$ cat src/rtl/start_seq_ctrl_if.sv
// Handshake bundle for start_seq_ctrl: the request side drives start/abort/run_len,
// the controller returns run status and counters.
interface start_seq_ctrl_if #(
  parameter int CW = 8
);
  logic          start;
  logic          abort;
  logic [CW-1:0] run_len;
  logic          busy;
  logic          done;
  logic [CW-1:0] run_cnt;
  logic [CW-1:0] start_count;
  logic          overflow;

  modport master (
    output start, abort, run_len,
    input  busy, done, run_cnt, start_count, overflow
  );

  modport slave (
    input  start, abort, run_len,
    output busy, done, run_cnt, start_count, overflow
  );
endinterface

$ cat src/rtl/start_seq_ctrl.sv
// Start-sequenced run controller: a rising edge on start launches a run of
// run_len cycles, one further request may be queued while running, abort
// cancels everything, and every rise is counted (saturating).
module start_seq_ctrl #(
  parameter int CW = 8
) (
  input  logic       clk,
  input  logic       rst_n,
  start_seq_ctrl_if.slave sif
);

  typedef enum logic [1:0] {
    S_IDLE = 2'd0,
    S_RUN  = 2'd1,
    S_DONE = 2'd2
  } state_t;

  state_t        r_state;
  state_t        w_next;
  logic          r_start_d;
  logic          r_pending;
  logic          r_overflow;
  logic [CW-1:0] r_len;
  logic [CW-1:0] r_run_cnt;
  logic [CW-1:0] r_start_count;

  logic          w_rise;
  logic          w_last;
  logic          w_enter_run;
  logic [CW-1:0] w_len_sel;

  assign w_rise      = sif.start & ~r_start_d;
  assign w_last      = (r_run_cnt == (r_len - CW'(1)));
  // A zero length still runs for one cycle so every accepted rise yields a done.
  assign w_len_sel   = (sif.run_len == '0) ? CW'(1) : sif.run_len;
  assign w_enter_run = (w_next == S_RUN) && (r_state != S_RUN);

  // State register.
  always_ff @(posedge clk) begin
    if (!rst_n) r_state <= S_IDLE;
    else        r_state <= w_next;
  end

  // Next-state selection; abort outranks any rise or queued request.
  always_comb begin
    w_next = r_state;
    case (r_state)
      S_IDLE: begin
        if (w_rise && !sif.abort) w_next = S_RUN;
      end
      S_RUN: begin
        if (sif.abort)   w_next = S_IDLE;
        else if (w_last) w_next = S_DONE;
      end
      S_DONE: begin
        if (sif.abort)                  w_next = S_IDLE;
        else if (r_pending || w_rise)   w_next = S_RUN;
        else                            w_next = S_IDLE;
      end
      default: w_next = S_IDLE;
    endcase
  end

  // Edge detector, counters, run length latch and the one-deep request queue.
  always_ff @(posedge clk) begin
    if (!rst_n) begin
      r_start_d     <= 1'b0;
      r_start_count <= '0;
      r_len         <= '0;
      r_run_cnt     <= '0;
      r_pending     <= 1'b0;
      r_overflow    <= 1'b0;
    end else begin
      r_start_d <= sif.start;

      if (w_rise && (r_start_count != '1))
        r_start_count <= r_start_count + CW'(1);

      if (w_enter_run) begin
        r_len     <= w_len_sel;
        r_run_cnt <= '0;
        r_pending <= 1'b0;
      end else if ((r_state == S_RUN) && (w_next == S_RUN)) begin
        r_run_cnt <= r_run_cnt + CW'(1);
      end else begin
        r_run_cnt <= '0;
      end

      // A rise while a request is already queued is lost and flagged.
      if ((r_state == S_RUN) && !sif.abort && w_rise) begin
        if (r_pending) r_overflow <= 1'b1;
        else           r_pending  <= 1'b1;
      end

      if (sif.abort) r_pending <= 1'b0;
    end
  end

  assign sif.busy        = (r_state == S_RUN);
  assign sif.done        = (r_state == S_DONE);
  assign sif.run_cnt     = r_run_cnt;
  assign sif.start_count = r_start_count;
  assign sif.overflow    = r_overflow;

endmodule

$ cat src/flat_wrapper.sv
// flat-port wrapper written by rule: the top's interface ports become plain ports
module start_seq_ctrl_flat 
#(
  parameter int CW = 8
)
  (clk, rst_n, sif_start, sif_abort, sif_run_len, sif_busy, sif_done, sif_run_cnt, sif_start_count, sif_overflow);
  start_seq_ctrl_if #(.CW(CW)) sif_i ();
  input  logic clk;
  input  logic rst_n;
  input wire logic [$bits(sif_i.start)-1:0] sif_start;
  input wire logic [$bits(sif_i.abort)-1:0] sif_abort;
  input wire logic [$bits(sif_i.run_len)-1:0] sif_run_len;
  output wire logic [$bits(sif_i.busy)-1:0] sif_busy;
  output wire logic [$bits(sif_i.done)-1:0] sif_done;
  output wire logic [$bits(sif_i.run_cnt)-1:0] sif_run_cnt;
  output wire logic [$bits(sif_i.start_count)-1:0] sif_start_count;
  output wire logic [$bits(sif_i.overflow)-1:0] sif_overflow;
  assign sif_i.start = sif_start;
  assign sif_i.abort = sif_abort;
  assign sif_i.run_len = sif_run_len;
  assign sif_busy = sif_i.busy;
  assign sif_done = sif_i.done;
  assign sif_run_cnt = sif_i.run_cnt;
  assign sif_start_count = sif_i.start_count;
  assign sif_overflow = sif_i.overflow;
  start_seq_ctrl #(.CW(CW)) u_core (.clk(clk), .rst_n(rst_n), .sif(sif_i));
endmodule
$ cat config.mk
export PLATFORM = sky130hd
export DESIGN_NAME = start_seq_ctrl_flat
export DESIGN_NICKNAME = d
export VERILOG_FILES = /design/src/rtl/start_seq_ctrl_if.sv /design/src/rtl/start_seq_ctrl.sv /design/src/flat_wrapper.sv
export SDC_FILE = /design/constraint.sdc
export NUM_CORES = 1
export LEC_CHECK = 0
export ABC_AREA = 1
export CORE_ASPECT_RATIO = 0.8
export CORE_UTILIZATION = 35
export CTS_CLUSTER_DIAMETER = 120
export DETAILED_ROUTE_END_ITERATION = 8
export SYNTH_ARGS = -nofsm -noshare
export SYNTH_HDL_FRONTEND = slang
export SYNTH_SLANG_ARGS = --single-unit
$ cat constraint.sdc
create_clock -name clk -period 2.6 [get_ports clk]
set_clock_uncertainty 0.05 [all_clocks]
set_input_delay 0.39 -clock clk [delete_from_list [all_inputs] [get_ports clk]]
set_output_delay 0.39 -clock clk [all_outputs]
set_load 0.03 [all_outputs]
==> results of run 1 <==
cell usage after synthesis:
cell type  number
inv_1          29
nand3_4         1
xor2_1          8
nor3_2          1
o21a_1          1
ha_1            3
o21ai_1         1
and3_1          1
dfxtp_1        29
nor4_1          2
inv_2           6
o22ai_1         1
nor2_2          5
a21oi_1        14
a2111oi_0       1
nor3b_2         1
o21ai_0        15
buf_2           2
nand2_1        43
nand2_2         2
nand3_1         8
nand3_2         1
clkbuf_1        1
nor2_1         26
nor2_4          1
nor3_1          4
xnor2_1         3
nand4_1         2
state kept, by name, summed over array words and instances (netlist names):
register / flops
u_core.r_len: 8
u_core.r_pending: 1
u_core.r_start_d: 1
u_core.r_state: 2
u_core.sif.overflow: 1
u_core.sif.run_cnt: 8
u_core.sif.start_count: 8
metrics by stage:
stage	power (W)	hold WS, ns	instances	cell area [sq um]	setup WS, ns
after CTS	0.000971	0.423	303	1930	0.627
final	0.000959	0.421	303	1930	0.660
after detailed placement	0.000621	0.409	295	1850	0.709
after floorplan	0.000574	0.406	212	1490	1.03
after global routing	0.00101	0.464	303	1930	0.562
after global placement	0.000619	0.407	295	1850	0.749
worst register-to-register path: stages (launching register included):
cell and delay (ns):
dfxtp_1 0.42, inv_2 0.09, ha_1 0.31, nand2_1 0.06
inv_1 0.03, nor2_1 0.07, nand2_1 0.05, nor2_1 0.11
nand3_1 0.07, nor2_1 0.13, nand2_2 0.11, nand3_4 0.14
nor2_1 0.06
metal layers:
metal | wire length, um | up-vias
met4 | 37 | 0
li1 | - | 741
met2 | 1260 | 20
met1 | 1840 | 585
met5 | 0 | -
met3 | 102 | 4
power by group:
| part | internal, W | total [W] | switching [W] |
|---|---|---|---|
| clock | 0.000190 | 0.000347 | 0.000158 |
| combinational | 0.0000591 | 0.000142 | 0.0000834 |
| sequential | 0.000458 | 0.000469 | 0.0000107 |
cell type report:
type | instances | share of cell area
multi-input cells | 145 | 0.395
flip-flops and latches | 29 | 0.301
repair buffers | 31 | 0.159
inverters | 35 | 0.0680
clock buffers | 8 | 0.0415
well taps | 55 | 0.0356
cells by family (layout without fill, tap and decap cells):
kind of cell | Yosys count | in the layout | share of synthesized area
AND/OR/NAND/NOR | 98 | 98 | 0.306
buffers and inverters | 38 | 74 | 0.0976
AO/OA/AOI/OAI | 33 | 33 | 0.116
flip-flops | 29 | 29 | 0.390
XOR/XNOR | 11 | 11 | 0.0648
adder cells (fa/ha/maj) | 3 | 3 | 0.0252
worst paths after layout:
kind,from,slack (ns),depth (start not counted),endpoint
max,u_core.r_state[1],0.66,4,sif_busy
min reg2reg,u_core.sif.overflow,0.42,1,u_core.sif.overflow
max reg2reg,u_core.r_len[0],0.77,12,u_core.sif.run_cnt[5]
min,u_core.sif.overflow,0.42,1,u_core.sif.overflow
==> qor.log, run 1 <==
[status] status complete, no violations
[clock_network] clock-pin transition on the worst setup and hold timing paths 0.06 ns
[cells_and_area] final cell utilization of the core 0.491
[cells_and_area] Layout area overhead 29.8%
[logic_synthesis] count of different cell masters after synthesis 28
[timing] relative slew slack 0.707
[clock_network] later-pin clock latency in the skew report 0.27 ns
[worst_setup_path] type of the worst setup path reg -> out
[worst_setup_path] required time worst endpoint 2.16 ns
[cells_and_area] most used cells in the layout excluding fill and tap cells 43 x nand2_1, 30 x clkdlybuf4s50_1, 29 x inv_1, 29 x dfxtp_1, 26 x nor2_1
[timing] share of the clock period used by the worst path 0.746
[power] worst supply voltage drop on vdd 0.228 mV
[timing] Least-Margin Pin Slew 0.439 ns
[clock_network] CTS tree done
[worst_setup_path] max incr delay on CP 0.67 ns
[floorplanning] total I/O pin count 31
[min_path] worst hold path class reg -> reg
[timing] RSZ-0062 raised after global routing no
[logic_synthesis] Yosys top cell area share 0.390
[cells_and_area] area of all sequential standard cells 581 sq um
[floorplanning] die height 60.3 um
[worst_setup_path] biggest fanout along the worst timing path 3
[detailed_routing] final wirelength 3240 um
[global_routing] first-pass GRT wire length 5080 um
[global_routing] maximum number of pins on one net before global-route repair 20
[clock_network] Clk Tree Root Cell clkbuf_8
[detailed_routing] detailed-router iteration count before antenna repair 5
[global_routing] overall fraction of global-route tracks in use 0.155
[placement] routability cong. 0.813
[cells_and_area] Antenna diodes 0
[timing] Final Max Slew Viols 0
[timing] final setup violating endpoints 0
[timing] final hold violation count 0
[cells_and_area] commonest non-fill, non-tap cell in the layout nand2_1
[clock_network] maximum buffer depth of the clock tree 2
[floorplanning] Die Area 4520 sq um
[logic_synthesis] sequential-to-total area share from yosys stat 0.390
[detailed_routing] post-route antenna net violation count 0
[clock_network] htree depth 2
[worst_setup_path] crit path DAT 1.50 ns
[timing] sum of negative setup slack 0 ns
[logic_synthesis] post-synth design cell area 1490 sq um
[global_routing] M3 GR Usage 0.0455
[clock_network] Resized Gates After CTS 0
[detailed_routing] DRC Markers 0
[global_routing] busiest layer in global routing met1
[clock_network] number of post-CTS setup repair buffers 0
[flow_run] number of max-capacitance violations reported 0
[clock_network] TritonCTS Sinks 29
[clock_network] number of buffers inserted during clock tree synthesis 5
[detailed_routing] number of vias per cell 4.46
[worst_setup_path] type of element launching the critical path flop
[worst_setup_path] kind of cell adding the most delay to the critical path buffers and inverters
[power] Leakage 0.772 nW
[logic_synthesis] Ys Warns 0
[global_routing] number of antenna violations at the first check in global routing 0
[cells_and_area] multi-input gate area in the final layout 762 sq um
[placement] count of buffers from port buffering 30
[worst_setup_path] sort of element at the end of the critical path primary output
[logic_synthesis] cell type with the highest aggregate area in the netlist dfxtp_1
[floorplanning] Cell Rows 20
[floorplanning] die outline width 74.9 um
[cells_and_area] layout filler cell count 413
[cells_and_area] fraction of final layout cells with drive strength greater than 1 0.0968
[timing] timing-limited maximum frequency 0.516 GHz
[worst_setup_path] Crit path top cell by count inv_1
[detailed_routing] violation count after the first detailed-route iteration 36
[worst_setup_path] buffering stage count on the worst path with inverters included 3
[global_routing] global route overflow 0
[worst_setup_path] worst path cell trace inv_1 -> nand2_1 -> inv_1 -> clkdlybuf4s50_1
[worst_setup_path] master of the slowest instance on the critical path clkdlybuf4s50_1
[floorplanning] core area 3930 sq um
[placement] half-perimeter wire length after detailed placement 2500 um
[cells_and_area] layout net count 262
[logic_synthesis] Avg Synthesized Cell Area 7.02 sq um
[power] Power Dens Cells 497 nW/um^2
[logic_synthesis] Synth Register Bits 29
[clock_network] count of hold buffers inserted by post-cts repair 0
[global_routing] met1 layer usage reported by global route 0.220
[logic_synthesis] Synth area leaders dfxtp_1 39%, nand2_1 11%, inv_1 7.3%
[timing] Tmin final 1.94 ns
[logic_synthesis] Syn Inst Count 212
[floorplanning] initial cell density of the core 0.379
[detailed_routing] wire per inst 10.7 um
[logic_synthesis] Synthesized Nets 227
[global_routing] met2 Use GR 0.219
[global_routing] number of global-route vias before repair 1107
[detailed_routing] count of vias placed by the detailed router 1350
Power figures use the tool's default switching activity.
==> run 2: changes to the inputs <==
==> constraint.sdc (replaced) <==
create_clock -name clk -period 1.79 [get_ports clk]
set_clock_uncertainty 0.05 [all_clocks]
set_input_delay 0.2685 -clock clk [delete_from_list [all_inputs] [get_ports clk]]
set_output_delay 0.2685 -clock clk [all_outputs]
set_load 0.03 [all_outputs]
==> qor.log, run 2 (same netlist as run 1, synthesis figures left out) <==
[cells_and_area] most used cells in the layout excluding fill and tap cells 43 x nand2_1, 29 x inv_1, 27 x clkdlybuf4s50_1, 27 x dfxtp_1, 25 x nor2_1
[timing] relative slew slack 0.719 [+0.0122]
[placement] count of buffers from port buffering 30 [unchanged]
[min_path] hold path depth 1 [unchanged]
[cells_and_area] layout filler cell count 406 [-1.7%]
[clock_network] htree depth 2 [unchanged]
[floorplanning] Die Area 4520 sq um [unchanged]
[clock_network] count of hold buffers inserted by post-cts repair 0 [unchanged]
[worst_setup_path] kind of cell adding the most delay to the critical path buffers and inverters
[worst_setup_path] type of element launching the critical path flop
[clock_network] Clk Tree Root Cell clkbuf_8
[floorplanning] total I/O pin count 31 [unchanged]
[clock_network] clock-pin transition on the worst setup and hold timing paths 0.06 ns [about the same]
[cells_and_area] non-filler cells, final 310 [+2.3%]
[timing] Final Max Slew Viols 0 [unchanged]
[timing] RSZ-0062 raised after global routing yes
[timing] sum of negative setup slack 0 ns [unchanged]
[flow_run] number of max-capacitance violations reported 0 [unchanged]
[worst_setup_path] worst setup path startpoint u_core.sif.run_cnt[0]
[floorplanning] initial cell density of the core 0.379 [unchanged]
[power] worst supply voltage drop on vdd 0.324 mV [+42%]
[cells_and_area] layout net count 270 [+3.1%]
[clock_network] number of buffers inserted during clock tree synthesis 5 [unchanged]
[floorplanning] die height 60.3 um [unchanged]
[min_path] Hold EP u_core.sif.overflow
[power] total power draw 0.00145 W [+52%]
[detailed_routing] wire per inst 10.9 um [+1.6%]
[detailed_routing] DRC Markers 0 [unchanged]
[power] Pint 0.00107 W [+51%]
[worst_setup_path] Reg2Reg Depth 11 [-1]
[detailed_routing] detailed-router iteration count before antenna repair 4 [-1]
[floorplanning] core area 3930 sq um [unchanged]
[floorplanning] Cell Rows 20 [unchanged]
[worst_setup_path] max incr delay on CP 0.70 ns [+0.03 ns]
[placement] half-perimeter wire length after detailed placement 2550 um [+2.1%]
[power] switching share of power 0.264 [+0.00111]
[detailed_routing] final wirelength 3370 um [+4.0%]
[timing] final setup violating endpoints 0 [unchanged]
[cells_and_area] commonest non-fill, non-tap cell in the layout nand2_1
[cells_and_area] Antenna diodes 0 [unchanged]
[global_routing] global route overflow 0 [unchanged]
[worst_setup_path] crit path DAT 1.39 ns [-0.11 ns]
[timing] final setup slack of the worst path 0.0783 ns [-0.582 ns]
[worst_setup_path] buffering stage count on the worst path with inverters included 1 [-2]
[placement] pre-CTS worst setup slack 0.0505 ns [-0.658 ns]
[global_routing] overall fraction of global-route tracks in use 0.172 [+0.0166]
[detailed_routing] number of vias per cell 4.42 [-0.74%]
[clock_network] maximum buffer depth of the clock tree 2 [unchanged]
[timing] timing-limited maximum frequency 0.584 GHz
[global_routing] first-pass GRT wire length 5590 um [+10%]
[timing] final hold violation count 0 [unchanged]
[worst_setup_path] master of the slowest instance on the critical path clkdlybuf4s50_1
[global_routing] maximum number of pins on one net before global-route repair 19 [-5.0%]
[clock_network] TritonCTS Sinks 29 [unchanged]
[power] Power Dens Cells 720 nW/um^2 [+45%]
[worst_setup_path] required time worst endpoint 1.47 ns [-0.69 ns]
[status] status complete, no violations
[detailed_routing] violation count after the first detailed-route iteration 76 [+110%]
[clock_network] CTS tree done
[timing] Tmin final 1.71 ns
[min_path] Hold Path Origin u_core.sif.overflow
[power] register share of total power 0.469 [-0.020]
[worst_setup_path] sort of element at the end of the critical path primary output
[clock_network] later-pin clock latency in the skew report 0.28 ns [about the same]
[worst_setup_path] start of the worst register-to-register path u_core.r_len[1]
[global_routing] number of antenna violations at the first check in global routing 0 [unchanged]
[worst_setup_path] type of the worst setup path reg -> out
[min_path] worst hold path class reg -> reg
[timing] Least-Margin Pin Slew 0.421 ns [-0.0182 ns]
[worst_setup_path] Register-to-Register Setup Slack 0.15 ns [-0.62 ns]
[global_routing] number of global-route vias before repair 1191 [+7.6%]
[clock_network] number of post-CTS setup repair buffers 0 [unchanged]
[timing] share of the clock period used by the worst path 0.956
[detailed_routing] count of vias placed by the detailed router 1371 [+1.6%]
[detailed_routing] post-route antenna net violation count 0 [unchanged]
[power] Leakage 0.859 nW [+11%]
[worst_setup_path] terminus of the critical flop-to-flop path u_core.sif.run_cnt[0]
[power] combinational share of power 0.156 [+0.007]
[worst_setup_path] biggest fanout along the worst timing path 6 [+3]
[worst_setup_path] worst path cell trace clkdlybuf4s50_1
[power] Clk network pwr share 0.375 [+0.013]
[cells_and_area] Layout area overhead 35.7%
[placement] placed cells 303 [+2.7%]
[timing] Min Hold Slack 0.420 ns [-0.000188 ns]
[floorplanning] die outline width 74.9 um [unchanged]
[placement] routability cong. 0.831 [+2.2%]
[power] Net Switching 0.000383 W [+52%]
[cells_and_area] fraction of final layout cells with drive strength greater than 1 0.145 [+0.0483]
run 2: cell types whose count changed in the layout (fill, tap and decap cells not counted):
cell,change
ha_4,+1
dfxtp_1,-2
dlygate4sd2_1,+1
dfxtp_2,+2
dlymetal6s2s_1,+2
buf_4,+8
clkbuf_8,+1
ha_1,-1
clkdlybuf4s50_1,-3
nor2_1,-1
clkbuf_1,-2
nor2_2,+1
run 2: worst max path at each step:
stage,endpoint,depth (start not counted)
6_report,sif_run_cnt[0],1
5_1_grt,u_core.sif.run_cnt[2],12
4_1_cts,sif_run_cnt[4],1
3_5_place_dp,u_core.r_len[1],6
3_3_place_gp,u_core.r_len[6],6
2_1_floorplan,u_core.sif.run_cnt[0],12
run 2: repair_timing:
item | in CTS | in global routing
cloned | 0 | 0
endpoints found under the setup margin | 1 | 12
gates resized for setup | 1 | 6
pin swaps | 0 | 3
run 2: area by class of cell:
| cell class | count | area (sq um) | share of cell area |
|---|---|---|---|
| multi-input combinational | 145 | 777 | 0.385 |
| tap | 55 | 68.8 | 0.0341 |
| timing repair buffer | 39 | 372 | 0.184 |
| inverter | 35 | 131 | 0.0651 |
| clock buffer | 7 | 86.3 | 0.0428 |
| sequential | 29 | 583 | 0.289 |
run 2: power by group through the flow:
stage	Combinational (W)	Sequential (W)	Clock, W
final	0.000227	0.000682	0.000545
after global routing	0.000257	0.000684	0.000595
after CTS	0.000223	0.000681	0.000561
after detailed placement	0.000222	0.000695	0
after global placement	0.000220	0.000695	0
after floorplan	0.000133	0.000701	0
run 2: per-stage QoR:
stage / util / cell area [sq um]
after CTS: 0.508 / 2000
after global routing: 0.514 / 2020
after floorplan: - / 1490
after detailed placement: 0.486 / 1910
after global placement: 0.486 / 1910
final: 0.514 / 2020
run 2: metal layers:
| layer | wire, um | vias to the layer above | global-route usage |
|---|---|---|---|
| met5 | 0 | - | 0 |
| met4 | 40 | 0 | 0.0647 |
| met3 | 125 | 5 | 0.0624 |
| met2 | 1230 | 26 | 0.221 |
| met1 | 1970 | 587 | 0.255 |
| li1 | - | 753 | - |
==> run 3: changes to the inputs <==
--- a/config.mk
+++ b/config.mk
@@ -7,9 +7,10 @@
 export LEC_CHECK = 0
 export ABC_AREA = 1
 export CORE_ASPECT_RATIO = 0.8
-export CORE_UTILIZATION = 35
+export CORE_UTILIZATION = 50
 export CTS_CLUSTER_DIAMETER = 120
 export DETAILED_ROUTE_END_ITERATION = 8
+export PLACE_DENSITY = 0.78
 export SYNTH_ARGS = -nofsm -noshare
 export SYNTH_HDL_FRONTEND = slang
 export SYNTH_SLANG_ARGS = --single-unit
==> qor.log, run 3 (same netlist as run 1, synthesis figures left out) <==
[detailed_routing] number of vias per cell 4.76 [+7.7%]
[clock_network] later-pin clock latency in the skew report 0.28 ns [about the same]
[clock_network] number of buffers inserted during clock tree synthesis 5 [unchanged]
[placement] routability cong. 0.883 [+6.3%]
[power] total power draw 0.00149 W [+2.3%]
[timing] sum of negative setup slack 0 ns [unchanged]
[power] Pint 0.00111 W [+3.4%]
[clock_network] TritonCTS Sinks 29 [unchanged]
[power] Clk network pwr share 0.394 [+0.019]
[power] register share of total power 0.458 [-0.011]
[cells_and_area] most used cells in the layout excluding fill and tap cells 43 x nand2_1, 29 x inv_1, 27 x clkdlybuf4s50_1, 27 x dfxtp_1, 26 x nor2_1
[timing] final hold violation count 0 [unchanged]
[detailed_routing] DRC Markers 0 [unchanged]
[worst_setup_path] required time worst endpoint 1.47 ns [about the same]
[floorplanning] die height 50.8 um [-16%]
[floorplanning] Die Area 3200 sq um [-29%]
[timing] RSZ-0062 raised after global routing no
[clock_network] CTS tree done
[global_routing] number of global-route vias before repair 1238 [+3.9%]
[timing] timing-limited maximum frequency 0.582 GHz [-0.44%]
[global_routing] global route overflow 0 [unchanged]
[clock_network] clock-pin transition on the worst setup and hold timing paths 0.06 ns [about the same]
[clock_network] maximum buffer depth of the clock tree 2 [unchanged]
[clock_network] number of post-CTS setup repair buffers 0 [unchanged]
[detailed_routing] violation count after the first detailed-route iteration 65 [-14%]
[min_path] worst hold path class reg -> reg
[timing] Least-Margin Pin Slew 0.439 ns [+0.0182 ns]
[worst_setup_path] crit path DAT 1.40 ns [about the same]
[worst_setup_path] biggest fanout along the worst timing path 6 [unchanged]
[worst_setup_path] master of the slowest instance on the critical path clkdlybuf4s50_1
[clock_network] htree depth 2 [unchanged]
[placement] count of buffers from port buffering 30 [unchanged]
[global_routing] maximum number of pins on one net before global-route repair 17 [-2]
[power] worst supply voltage drop on vdd 0.493 mV [+52%]
[detailed_routing] final wirelength 3260 um [-3.2%]
[power] combinational share of power 0.148 [-0.008]
[timing] relative slew slack 0.707 [-0.0121]
[worst_setup_path] type of element launching the critical path flop
[cells_and_area] layout net count 265 [-1.9%]
[status] status complete, no violations
[floorplanning] core area 2790 sq um [-29%]
[floorplanning] Cell Rows 17 [-15%]
[timing] share of the clock period used by the worst path 0.961 [+0.00427]
[cells_and_area] commonest non-fill, non-tap cell in the layout nand2_1
[power] Power Dens Cells 754 nW/um^2 [+4.7%]
[global_routing] first-pass GRT wire length 5660 um [+1.2%]
[timing] Final Max Slew Viols 0 [unchanged]
[worst_setup_path] type of the worst setup path reg -> out
[cells_and_area] layout filler cell count 214 [-47%]
[cells_and_area] Antenna diodes 0 [unchanged]
[placement] pre-CTS worst setup slack 0.0164 ns [-0.0340 ns]
[global_routing] number of antenna violations at the first check in global routing 0 [unchanged]
[worst_setup_path] worst path cell trace clkdlybuf4s50_1
[global_routing] overall fraction of global-route tracks in use 0.235 [+0.0629]
[floorplanning] die outline width 63.0 um [-16%]
[timing] Tmin final 1.72 ns [+0.00764 ns]
[clock_network] count of hold buffers inserted by post-cts repair 0 [unchanged]
[detailed_routing] wire per inst 11.3 um [+3.8%]
[worst_setup_path] kind of cell adding the most delay to the critical path buffers and inverters
[placement] half-perimeter wire length after detailed placement 2410 um [-5.4%]
[power] Leakage 0.846 nW [-1.6%]
[floorplanning] total I/O pin count 31 [unchanged]
[clock_network] Clk Tree Root Cell clkbuf_8
[worst_setup_path] max incr delay on CP 0.71 ns [about the same]
[flow_run] number of max-capacitance violations reported 0 [unchanged]
[worst_setup_path] buffering stage count on the worst path with inverters included 1 [unchanged]
[timing] final setup violating endpoints 0 [unchanged]
[floorplanning] initial cell density of the core 0.534 [+0.155]
[cells_and_area] fraction of final layout cells with drive strength greater than 1 0.131 [-0.0136]
[timing] final setup slack of the worst path 0.0707 ns [-0.00764 ns]
[power] Net Switching 0.000381 W [-0.56%]
[detailed_routing] detailed-router iteration count before antenna repair 4 [unchanged]
[cells_and_area] Layout area overhead 32.5%
[detailed_routing] count of vias placed by the detailed router 1376 [+0.36%]
[power] switching share of power 0.256 [-0.00743]
[detailed_routing] post-route antenna net violation count 0 [unchanged]
[worst_setup_path] sort of element at the end of the critical path primary output
==> run 3: cell types whose count changed in the layout (fill, tap and decap cells not counted) <==
cell,before,now
clkbuf_1,1,0
nor2_1,25,26
buf_4,9,4
clkinv_2,0,1
clkbuf_8,6,7
nor2_2,6,5
==> run 3: area by class of cell <==
| cell class | instances | area (sq um) | area share |
|---|---|---|---|
| clock inverters | 1 | 5.00 | 0.00254 |
| well taps | 38 | 47.5 | 0.0241 |
| inverters | 35 | 131 | 0.0666 |
| clock buffers | 7 | 96.3 | 0.0489 |
| multi-input cells | 145 | 774 | 0.393 |
| flip-flops and latches | 29 | 583 | 0.296 |
| repair buffers | 34 | 334 | 0.169 |
==> run 3: layer usage <==
metal | routed length [um] | GRT usage | vias to the layer above
met5 | 0 | 0 | -
met4 | 53 | 0.101 | 0
met3 | 188 | 0.0659 | 7
met2 | 1360 | 0.341 | 34
met1 | 1650 | 0.323 | 588
li1 | - | - | 747
==> run 3: stage by stage <==
stage	instance area, sq um	util	hold slack (ns)	instances
floorplan	1490	-	0.308	212
global placement	1850	0.665	0.400	281
detailed placement	1850	0.665	0.410	281
CTS	1950	0.700	0.431	289
global route	1970	0.708	0.443	289
finish	1970	0.708	0.422	289
==> run 3: repair_timing <==
action / CTS / global route
setup endpoints to repair: 1 / 10
resized for setup: 1 / 5
cloned: 0 / 0
pin swaps: 0 / 3
==> run 3: final timing paths <==
check,from,end,slack [ns],cells past startpoint
worst min register to register,u_core.sif.overflow,u_core.sif.overflow,0.42,1
worst max-delay path,u_core.sif.run_cnt[0],sif_run_cnt[0],0.07,1
worst max register to register,u_core.r_len[1],u_core.sif.run_cnt[0],0.20,11
worst min-delay path,u_core.sif.overflow,u_core.sif.overflow,0.42,1
==> run 3: power groups by stage <==
stage | Clock, W | Sequential (W) | Combinational [W]
after floorplan | 0 | 0.000701 | 0.000133
after global placement | 0 | 0.000694 | 0.000210
after detailed placement | 0 | 0.000694 | 0.000214
after CTS | 0.000594 | 0.000680 | 0.000215
after global routing | 0.000630 | 0.000683 | 0.000254
final | 0.000586 | 0.000681 | 0.000220
